### config.mk
export PLATFORM = sky130hd
export DESIGN_NAME = gnr_attractor_ctrl
export DESIGN_NICKNAME = d
export VERILOG_FILES = /design/src/rtl/gnr_attractor_ctrl.sv
export SDC_FILE = /design/constraint.sdc
export NUM_CORES = 1
export LEC_CHECK = 0
export BUFFER_PORTS_ARGS = -buffer_cell sky130_fd_sc_hd__clkbuf_2
export CORE_MARGIN = 5
export CORE_UTILIZATION = 54
export DETAILED_ROUTE_END_ITERATION = 10
export HOLD_SLACK_MARGIN = 0.1
export PLACE_DENSITY = 0.83
export SYNTH_ARGS = -nofsm -noshare
export SYNTH_HDL_FRONTEND = slang
export SYNTH_SLANG_ARGS = --single-unit
### constraint.sdc
create_clock -name clk -period 3 [get_ports clk]
set_input_delay 0.3 -clock clk [delete_from_list [all_inputs] [get_ports clk]]
set_output_delay 0.3 -clock clk [all_outputs]
set_load 0.02 [all_outputs]
### src/rtl/gnr_attractor_ctrl.sv
// gnr_attractor_ctrl
// Cycle-detection controller that sits in front of the per-node state registers
// of a gene-regulatory-network accelerator. It loads every node with an initial
// state. It then runs a Floyd tortoise/hare search: the s0 copy steps every other
// step and the s1 copy steps every step. When the copies meet, s0 is frozen and
// s1 keeps stepping until it comes back to s0, which measures the attractor period.
//
// Optional build macro: GNR_ATTR_SNAPSHOT_EN
//   defined   : attractor_state captures state_s0 at the meet
//   undefined : attractor_state is tied to 0
//
// Ports
//   clk, rst         rising-edge clock, asynchronous active-high reset
//   start            one-cycle request, accepted only in IDLE
//   init_vec         initial network state, captured when start is accepted
//   reset_nos        node reload strobe (one cycle, in LOAD)
//   init_state       reload value for the nodes, valid with reset_nos
//   start_s0         tortoise step enable
//   start_s1         hare step enable
//   state_s0/_s1     node state vectors read back from the nodes
//   busy             run in progress
//   done             one-cycle pulse when the result registers are valid
//   timeout          set when the step limit was reached before a result
//   meet_steps       step count at which s0 == s1 was detected
//   period           attractor period (0 on timeout)
//   attractor_state  s0 snapshot at the meet
//
// state | meaning
// IDLE  | waiting for start
// LOAD  | reload all nodes with init_state
// FSTEP | step both copies (the node logic gates the tortoise)
// FCHK  | compare copies; the meet starts the period search
// PSTEP | step the hare only
// PCHK  | compare copies; a match gives the period
// DONE  | result valid for one cycle
module gnr_attractor_ctrl #(
  parameter int NUM_NODES = 8,
  parameter int CNT_WIDTH = 16,
  parameter int MAX_STEPS = 1000
) (
  input  logic                 clk,
  input  logic                 rst,
  input  logic                 start,
  input  logic [NUM_NODES-1:0] init_vec,
  output logic                 reset_nos,
  output logic [NUM_NODES-1:0] init_state,
  output logic                 start_s0,
  output logic                 start_s1,
  input  logic [NUM_NODES-1:0] state_s0,
  input  logic [NUM_NODES-1:0] state_s1,
  output logic                 busy,
  output logic                 done,
  output logic                 timeout,
  output logic [CNT_WIDTH-1:0] meet_steps,
  output logic [CNT_WIDTH-1:0] period,
  output logic [NUM_NODES-1:0] attractor_state
);

  localparam logic [CNT_WIDTH-1:0] MAX_CNT = CNT_WIDTH'(MAX_STEPS);
  localparam logic [CNT_WIDTH-1:0] MIN_MEET = CNT_WIDTH'(2);

  typedef enum logic [2:0] {IDLE, LOAD, FSTEP, FCHK, PSTEP, PCHK, DONE} state_t;

  state_t state, state_nx;
  logic [CNT_WIDTH-1:0] step_cnt, period_cnt;
  logic accept, meet_hit, period_hit, limit_hit;
  logic same;

  assign same = (state_s0 == state_s1);

  always_ff @(posedge clk or posedge rst) begin
    if (rst) state <= IDLE;
    else     state <= state_nx;
  end

  always_comb begin
    state_nx   = state;
    accept     = 1'b0;
    meet_hit   = 1'b0;
    period_hit = 1'b0;
    limit_hit  = 1'b0;
    case (state)
      IDLE: begin
        if (start) begin
          accept   = 1'b1;
          state_nx = LOAD;
        end
      end
      LOAD:  state_nx = FSTEP;
      FSTEP: state_nx = FCHK;
      FCHK: begin
        // At step 1 both copies hold x(1), so that match says nothing.
        if ((step_cnt >= MIN_MEET) && same) begin
          meet_hit = 1'b1;
          state_nx = PSTEP;
        end else if (step_cnt == MAX_CNT) begin
          limit_hit = 1'b1;
          state_nx  = DONE;
        end else begin
          state_nx = FSTEP;
        end
      end
      PSTEP: state_nx = PCHK;
      PCHK: begin
        if (same) begin
          period_hit = 1'b1;
          state_nx   = DONE;
        end else if (step_cnt == MAX_CNT) begin
          limit_hit = 1'b1;
          state_nx  = DONE;
        end else begin
          state_nx = PSTEP;
        end
      end
      DONE:    state_nx = IDLE;
      default: state_nx = IDLE;
    endcase
  end

  // The strobes are decoded from the next state, so that each one is registered
  // and lines up with the state it belongs to.
  always_ff @(posedge clk or posedge rst) begin
    if (rst) begin
      reset_nos  <= 1'b0;
      init_state <= '0;
      start_s0   <= 1'b0;
      start_s1   <= 1'b0;
      busy       <= 1'b0;
      done       <= 1'b0;
      timeout    <= 1'b0;
      meet_steps <= '0;
      period     <= '0;
      step_cnt   <= '0;
      period_cnt <= '0;
    end else begin
      reset_nos  <= (state_nx == LOAD);
      start_s0   <= (state_nx == FSTEP);
      start_s1   <= (state_nx == FSTEP) || (state_nx == PSTEP);
      busy       <= (state_nx != IDLE) && (state_nx != DONE);
      done       <= (state_nx == DONE);
      // init_state also serves as the captured copy of init_vec. It is only
      // needed during LOAD, so it returns to zero afterwards.
      init_state <= accept ? init_vec : '0;
      if (accept) begin
        step_cnt   <= '0;
        period_cnt <= '0;
        meet_steps <= '0;
        period     <= '0;
        timeout    <= 1'b0;
      end
      if (state == FSTEP) step_cnt <= step_cnt + 1'b1;
      if (state == PSTEP) begin
        step_cnt   <= step_cnt + 1'b1;
        period_cnt <= period_cnt + 1'b1;
      end
      if (meet_hit)   meet_steps <= step_cnt;
      if (period_hit) period     <= period_cnt;
      if (limit_hit) begin
        timeout <= 1'b1;
        period  <= '0;
      end
    end
  end

`ifdef GNR_ATTR_SNAPSHOT_EN
  always_ff @(posedge clk or posedge rst) begin
    if (rst)            attractor_state <= '0;
    else if (accept)    attractor_state <= '0;
    else if (meet_hit)  attractor_state <= state_s0;
    else if (limit_hit) attractor_state <= '0;
  end
`else
  assign attractor_state = '0;
`endif

endmodule

==> implementation parameters, run 1 <==
Parameter                              Value

Yosys
  Synth Area in Adders    1.30%
  Portion of synthesized cell area occupied by the leading cell type    52.7%
  Share of synthesized flip-flops with an asynchronous set or reset    100%
  Leading area contributor after synthesis    sky130_fd_sc_hd__dfrtp_1
  Primary FF master, synth    sky130_fd_sc_hd__dfrtp_1
  Distinct cell type count after synthesis    41
  Number of standard cells after synthesis    401
  Synthesized area per cell    9.59 µm²
  Largest cells by area after synthesis    sky130_fd_sc_hd__dfrtp_1 (53%), sky130_fd_sc_hd__nand2_1 (7.3%), sky130_fd_sc_hd__o211ai_1 (3.7%)
  Sequential fraction of the synthesis area    52.7%
  Post-synth top cells    sky130_fd_sc_hd__dfrtp_1 (81), sky130_fd_sc_hd__nand2_1 (75), sky130_fd_sc_hd__nand3_1 (27), sky130_fd_sc_hd__o21ai_0 (24), sky130_fd_sc_hd__o211ai_1 (19)
  Fraction of the mapped netlist area in compound gates    11.4%
  Post-synthesis instance area    3840 µm²
  Portion of netlist area occupied by mux cells    3.68%
  Flop and latch count out of synthesis    81
  Number of enable-type register cells in the synthesized netlist    0
  Yosys warning total    0
  Combinational family with the most area after synthesis    simple AND/OR/NAND/NOR gates
  Post-synthesis xor/xnor area fraction    2.28%
  Area fraction in and, or, nand and nor cells after synthesis    23.4%
  Count leader, synth    sky130_fd_sc_hd__dfrtp_1

STA
  Crit path time final    2350 ps
  Pins over their slew limit    0
  Setup repair after global routing missed its margin    false
  Final cycle utilization of the critical path    78.5%
  Worst Hold Slack    149 ps
  Fin. Hold Viols    0
  Sum of negative setup slack    0 ps
  Transition time of the tightest slew-check pin    664 ps
  Final setup violating endpoints    0
  Post-route clock skew    14.1 ps
  Maximum clock rate    0.425 GHz
  Relative slew margins    55.7%

Power
  Power Dens Cells    656 nW/µm²
  Leakage power of the design    2.29 nW
  Max rail drop VDD    328 µV

Drt
  Count of antenna-violating nets left after detailed routing    0
  Post-DR wirelength/cell    14.9 µm
  Drt first pass iters    4
  Detailed-route wire length    8620 µm
  DRC    0
  Number of vias per cell after detailed routing    5.57
  Count of routing violations after the opening detailed-route iteration    185
  Vias after detailed routing    3214

Final layout
  Count of nets after finishing    507
  Antenna cell count    0
  Number of filler instances in the final layout    557
  Post-layout utilization of the core    66.0%
  Syn-to-layout area delta    18.0%
  Fraction of layout instances using a drive strength above 1    21.6%

Critical path
  Setup CP Type    register to register
  Total buffers and inverters traversed by the critical path    1
  Worst stage delay on the critical path    590 ps
  Ordered cell list for the critical path    inv_1 -> ha_1 -> and3_1 -> and4_1 -> a21oi_1 -> and3_1 -> mux2_2
  Signal arrival time at the worst endpoint    2590 ps
  CP max-delay cell    sky130_fd_sc_hd__and4_1
  CP dominant cell by count    sky130_fd_sc_hd__and3_1
  Data required time of the worst path    3230 ps
  Critical path fanouts, max    19
  Nature of the critical path endpoint    register
  Startpoint Class    register
  Kind of cell adding the most delay to the critical path    simple AND/OR/NAND/NOR gates

GRT
  Congestion Overflow GR    0
  Total routing resource utilization after global routing    20.7%
  Global-route wire length before repair    14600 µm
  Pin count of the biggest net entering global routing    55
  Vias in the first global route    3182
  Number of antenna violations at the first check in global routing    0

Die
  Starting density of the core    56.0%
  DIE WIDTH    94.4 µm
  Chip Height    94.4 µm
  Die outline area    8910 µm²
  Number of rows in the core area    30
  Count of boundary I/O pins    81
  Placeable Area    6870 µm²

Outcome
  Outcome    complete, no violations

Placement
  IO Port Bufs    72
  Last weighted congestion value of the routability-driven placer    0.876
  Hpwl dp    6220 µm

Clock tree
  Later-pin clock latency in the skew report    350 ps
  Clock sink count    81
  Post-CTS sizing    0
  Buffer type at the clock tree root    sky130_fd_sc_hd__clkbuf_8
  Clock slew at the register clock pins of the worst setup and hold paths    90 ps
  Number of buffers added by the clock tree synthesis step    9
  CTS tree    yes
  H-tree levels    3
  Clock tree buffer depth    2

Flow run
  Number of max-cap violations    0

Hold path
  Min-delay worst type    input port to register
==> path summary, 6_finish.rpt <==
path	start	to	slack, ps	cells after the start
hold / removal	init_vec[4]	init_state[4]$_DFF_PP0_	150	2
setup reg to reg	step_cnt[1]$_DFFE_PP0P_	start_s1$_DFF_PP0_	650	7
hold reg to reg	period_cnt[15]$_DFFE_PP0P_	period_cnt[15]$_DFFE_PP0P_	490	1
max in group asynchronous	rst	step_cnt[11]$_DFFE_PP0P_	1700	4
setup / recovery	step_cnt[1]$_DFFE_PP0P_	start_s1$_DFF_PP0_	650	7
min in group asynchronous	rst	init_state[0]$_DFF_PP0_	560	3
==> through the flow <==
step	setup WS (ps)	total power [mW]	cells	instance area, µm²
floorplan	620	1.87	408	3870
global placement	769	2.05	560	4300
detailed placement	687	2.08	560	4300
CTS	659	2.98	577	4540
global route	463	3.15	577	4540
finish	646	2.98	577	4540
==> kinds of logic (layout without fill, tap and decap cells) <==
kind of cell,after synthesis,after routing
other cells,1,8
simple gates,181,181
fa+ha+maj,4,4
buf+inv,42,115
mux,14,14
compound gates,68,68
xor+xnor,10,10
flops,81,81
==> area by class of cell <==
class | count | area [µm²] | area share [%]
Sequential cell | 81 | 2030 | 44.7
Clock inverter | 6 | 91.3 | 2.01
Clock buffer | 10 | 138 | 3.03
Inverter | 17 | 65.1 | 1.43
Tap cell | 96 | 120 | 2.65
Multi-Input combinational cell | 285 | 1660 | 36.5
Timing Repair Buffer | 82 | 438 | 9.65
==> flip-flops by register name, summed over array words and instances (netlist names) <==
register and cells:
busy 1, done 1, init_state 8, meet_steps 16, period 16, period_cnt 16, reset_nos 1, start_s0 1
start_s1 1, state 3, step_cnt 16, timeout 1
==> metal layers <==
layer | vias to the layer above | track usage (%) | wire (µm)
li1 | 1548 | - | -
met1 | 1544 | 26.6 | 3700
met2 | 105 | 34.5 | 4230
met3 | 17 | 3.82 | 539
met4 | 0 | 8.90 | 150
met5 | - | 0 | 0
==> power by group <==
group | switching (mW) | leakage [nW] | internal [mW]
Clock | 0.408 | 0.116 | 0.494
Sequential | 0.194 | 1.00 | 1.25
Combinational | 0.388 | 1.16 | 0.244
Total | 0.991 | 2.29 | 1.99
==> timing repair <==
action | 4_1_cts | 5_1_grt
buffers inserted | 0 | 0
endpoints found under the hold margin | 38 | 0
hold buffers | 1 | 0
==> placed cells by master (no fill, tap or decap), drive strengths merged, types with 11 or more instances in the layout <==
cell / instances
inv: 16
dfrtp: 81
clkbuf: 82
mux2i: 13
nand2: 75
o211ai: 19
or3: 16
and2: 13
nor2: 11
o21ai: 25
nand3: 27
No activity file was read; power rests on OpenSTA's default activity.
==> run 2, diff against run 1 <==
==> constraint.sdc (replaced) <==
create_clock -name clk -period 2.25 [get_ports clk]
set_input_delay 0.225 -clock clk [delete_from_list [all_inputs] [get_ports clk]]
set_output_delay 0.225 -clock clk [all_outputs]
set_load 0.02 [all_outputs]
==> run 2 against run 1 <==
Against the previous run:
- clock power grew 21%
- highest routed layer unchanged
- largest power group unchanged
- wire length rose by 1.8%
- critical path depth did not move
- worst hold slack better by 170 ps
- combinational power increased by 44%
- total power grew 32%
- global-route usage grew 0.94 points
- cell area up 2.9%
- clock skew decreased by 6.9 ps
- sequential power rose by 33%
- sequential share of layout area is 1.3 points lower
==> implementation parameters, run 2 (synthesized netlist as in run 1, its figures left out) <==
Parameter                              Value

GRT
  Total routing resource utilization after global routing    21.7%
  Global-route wire length before repair    15300 µm
  Vias in the first global route    3297
  Number of antenna violations at the first check in global routing    0
  Congestion Overflow GR    0
  Pin count of the biggest net entering global routing    33

Critical path
  CP max-delay cell    sky130_fd_sc_hd__dfrtp_1
  Data required time of the worst path    2490 ps
  Total buffers and inverters traversed by the critical path    1
  Reg2reg setup slack    150 ps
  Terminus of the critical flop-to-flop path    start_s1$_DFF_PP0_
  Worst stage delay on the critical path    420 ps
  Signal arrival time at the worst endpoint    2340 ps
  Critical path fanouts, max    7
  Startpoint Class    register
  Worst setup path start    step_cnt[0]$_DFFE_PP0P_
  Nature of the critical path endpoint    register
  Ordered cell list for the critical path    inv_1 -> ha_1 -> nor4_1 -> and4_1 -> nor3_1 -> a211o_1 -> mux2_2
  Launch point of the worst reg-to-reg path    step_cnt[0]$_DFFE_PP0P_
  Reg2Reg Depth    7
  Setup CP Type    register to register
  Kind of cell adding the most delay to the critical path    simple AND/OR/NAND/NOR gates

STA
  Pins over their slew limit    0
  Maximum clock rate    0.476 GHz
  Relative slew margins    60.7%
  Final cycle utilization of the critical path    93.3%
  Final setup violating endpoints    0
  Sum of negative setup slack    0 ps
  Setup repair after global routing missed its margin    false
  Worst Hold Slack    324 ps
  Fin. Hold Viols    0
  Post-route clock skew    7.21 ps
  Transition time of the tightest slew-check pin    588 ps
  Crit path time final    2100 ps
  Final critical-path setup slack    151 ps

Drt
  Count of antenna-violating nets left after detailed routing    0
  Detailed-route wire length    8770 µm
  DRC    0
  Count of routing violations after the opening detailed-route iteration    210
  Vias after detailed routing    3261
  Number of vias per cell after detailed routing    5.50
  Post-DR wirelength/cell    14.8 µm
  Drt first pass iters    4

Placement
  Last weighted congestion value of the routability-driven placer    0.924
  Hpwl dp    6350 µm
  Worst setup slack after placement    109 ps
  IO Port Bufs    72

Power
  Net switching power figure    1.34 mW
  Share of total power in sequential cells    49.0%
  Internal Pwr Total    2.58 mW
  Clock network fraction of design power    27.8%
  Leakage power of the design    2.34 nW
  Share of total power in combinational logic    23.2%
  Power Dens Cells    840 nW/µm²
  Post-layout total power    3.92 mW
  Switching portion of total power    34.3%
  Max rail drop VDD    493 µV

Final layout
  Most common cell after layout, fill and taps aside    sky130_fd_sc_hd__dfrtp_1
  Multi-input logic area    1660 µm²
  Antenna cell count    0
  Syn-to-layout area delta    21.4%
  Number of filler instances in the final layout    565
  Area occupied by registers    2030 µm²
  Fraction of layout instances using a drive strength above 1    22.5%
  Most frequent cells in the layout    sky130_fd_sc_hd__dfrtp_1 (81), sky130_fd_sc_hd__nand2_1 (75), sky130_fd_sc_hd__clkbuf_2 (72), sky130_fd_sc_hd__nand3_1 (26), sky130_fd_sc_hd__o21ai_0 (24)
  Count of nets after finishing    523

Clock tree
  Clock slew at the register clock pins of the worst setup and hold paths    80 ps
  Buffer type at the clock tree root    sky130_fd_sc_hd__clkbuf_8
  Number of buffers added by the clock tree synthesis step    9
  Later-pin clock latency in the skew report    360 ps
  CTS tree    yes
  Clock sink count    81
  H-tree levels    3
  Clock tree buffer depth    2

Die
  Starting density of the core    56.0%
  Die outline area    8910 µm²
  Placeable Area    6870 µm²
  Count of boundary I/O pins    81
  Chip Height    94.4 µm
  DIE WIDTH    94.4 µm
  Number of rows in the core area    30

Hold path
  Instance count along the most critical hold path    4
  Hold_sp    start
  Min-delay worst type    input port to register
  Min-Delay Endpoint    reset_nos$_DFF_PP0_

Outcome
  Outcome    complete, no violations

Flow run
  Number of max-cap violations    0
-- run 2: cell count changes in the layout (fill, tap and decap cells not counted), sizes merged --
cell	previous run	this run
dlygate4sd3	1	9
bufinv	2	1
buf	9	17
clkinvlp	0	3
clkinv	5	3
-- run 2: repair_timing --
action	CTS	global route
hold endpoints to repair	32	0
buffers inserted	0	1
setup endpoints to repair	0	2
hold buffers	9	0
gates resized for setup	0	0
-- run 2: how the worst max path moves through the flow --
stage	end	slack [ps]	cells past startpoint
finish	start_s1$_DFF_PP0_	150	7
detailed placement	start_s1$_DFF_PP0_	110	7
global placement	start_s1$_DFF_PP0_	190	7
CTS	start_s1$_DFF_PP0_	90	7
floorplan	start_s1$_DFF_PP0_	280	8
global route	busy$_DFF_PP0_	20	8
-- run 2: worst min-delay path, delay by kind of cell --
kind          cells  cell delay (ps)
simple gates      1               90
buf+inv           3              330
-- run 2: area by class of cell --
| class | count | area share, % |
|---|---|---|
| Clock buffer | 10 | 2.95 |
| Clock inverter | 6 | 1.45 |
| Sequential cell | 81 | 43.4 |
| Multi-Input combinational cell | 285 | 35.5 |
| Timing Repair Buffer | 98 | 12.7 |
| Inverter | 17 | 1.45 |
| Tap cell | 96 | 2.57 |
-- run 2: stage by stage --
step / instances / util (%) / area (µm²)
2_1_floorplan: 408 / - / 3870
3_3_place_gp: 567 / 63.6 / 4370
3_5_place_dp: 567 / 63.6 / 4370
4_1_cts: 592 / 67.9 / 4660
5_1_grt: 593 / 68.0 / 4670
6_report: 593 / 68.0 / 4670
-- run 2: power groups by stage --
stage                     clock, mW  combinational (mW)  sequential, mW
after floorplan                   0               0.585            1.91
after detailed placement          0               0.879            1.94
after global routing           1.18                1.03            1.96
after CTS                      1.11               0.896            1.92
final                          1.09               0.909            1.92
after global placement            0               0.839            1.93
-- run 2: per-layer routing --
metal,vias to the layer above,global-route usage [%],wire [µm]
li1,1578,-,-
met1,1586,28.0,3880
met2,88,36.3,4300
met3,9,5.82,512
met4,0,5.42,79
met5,-,0,0
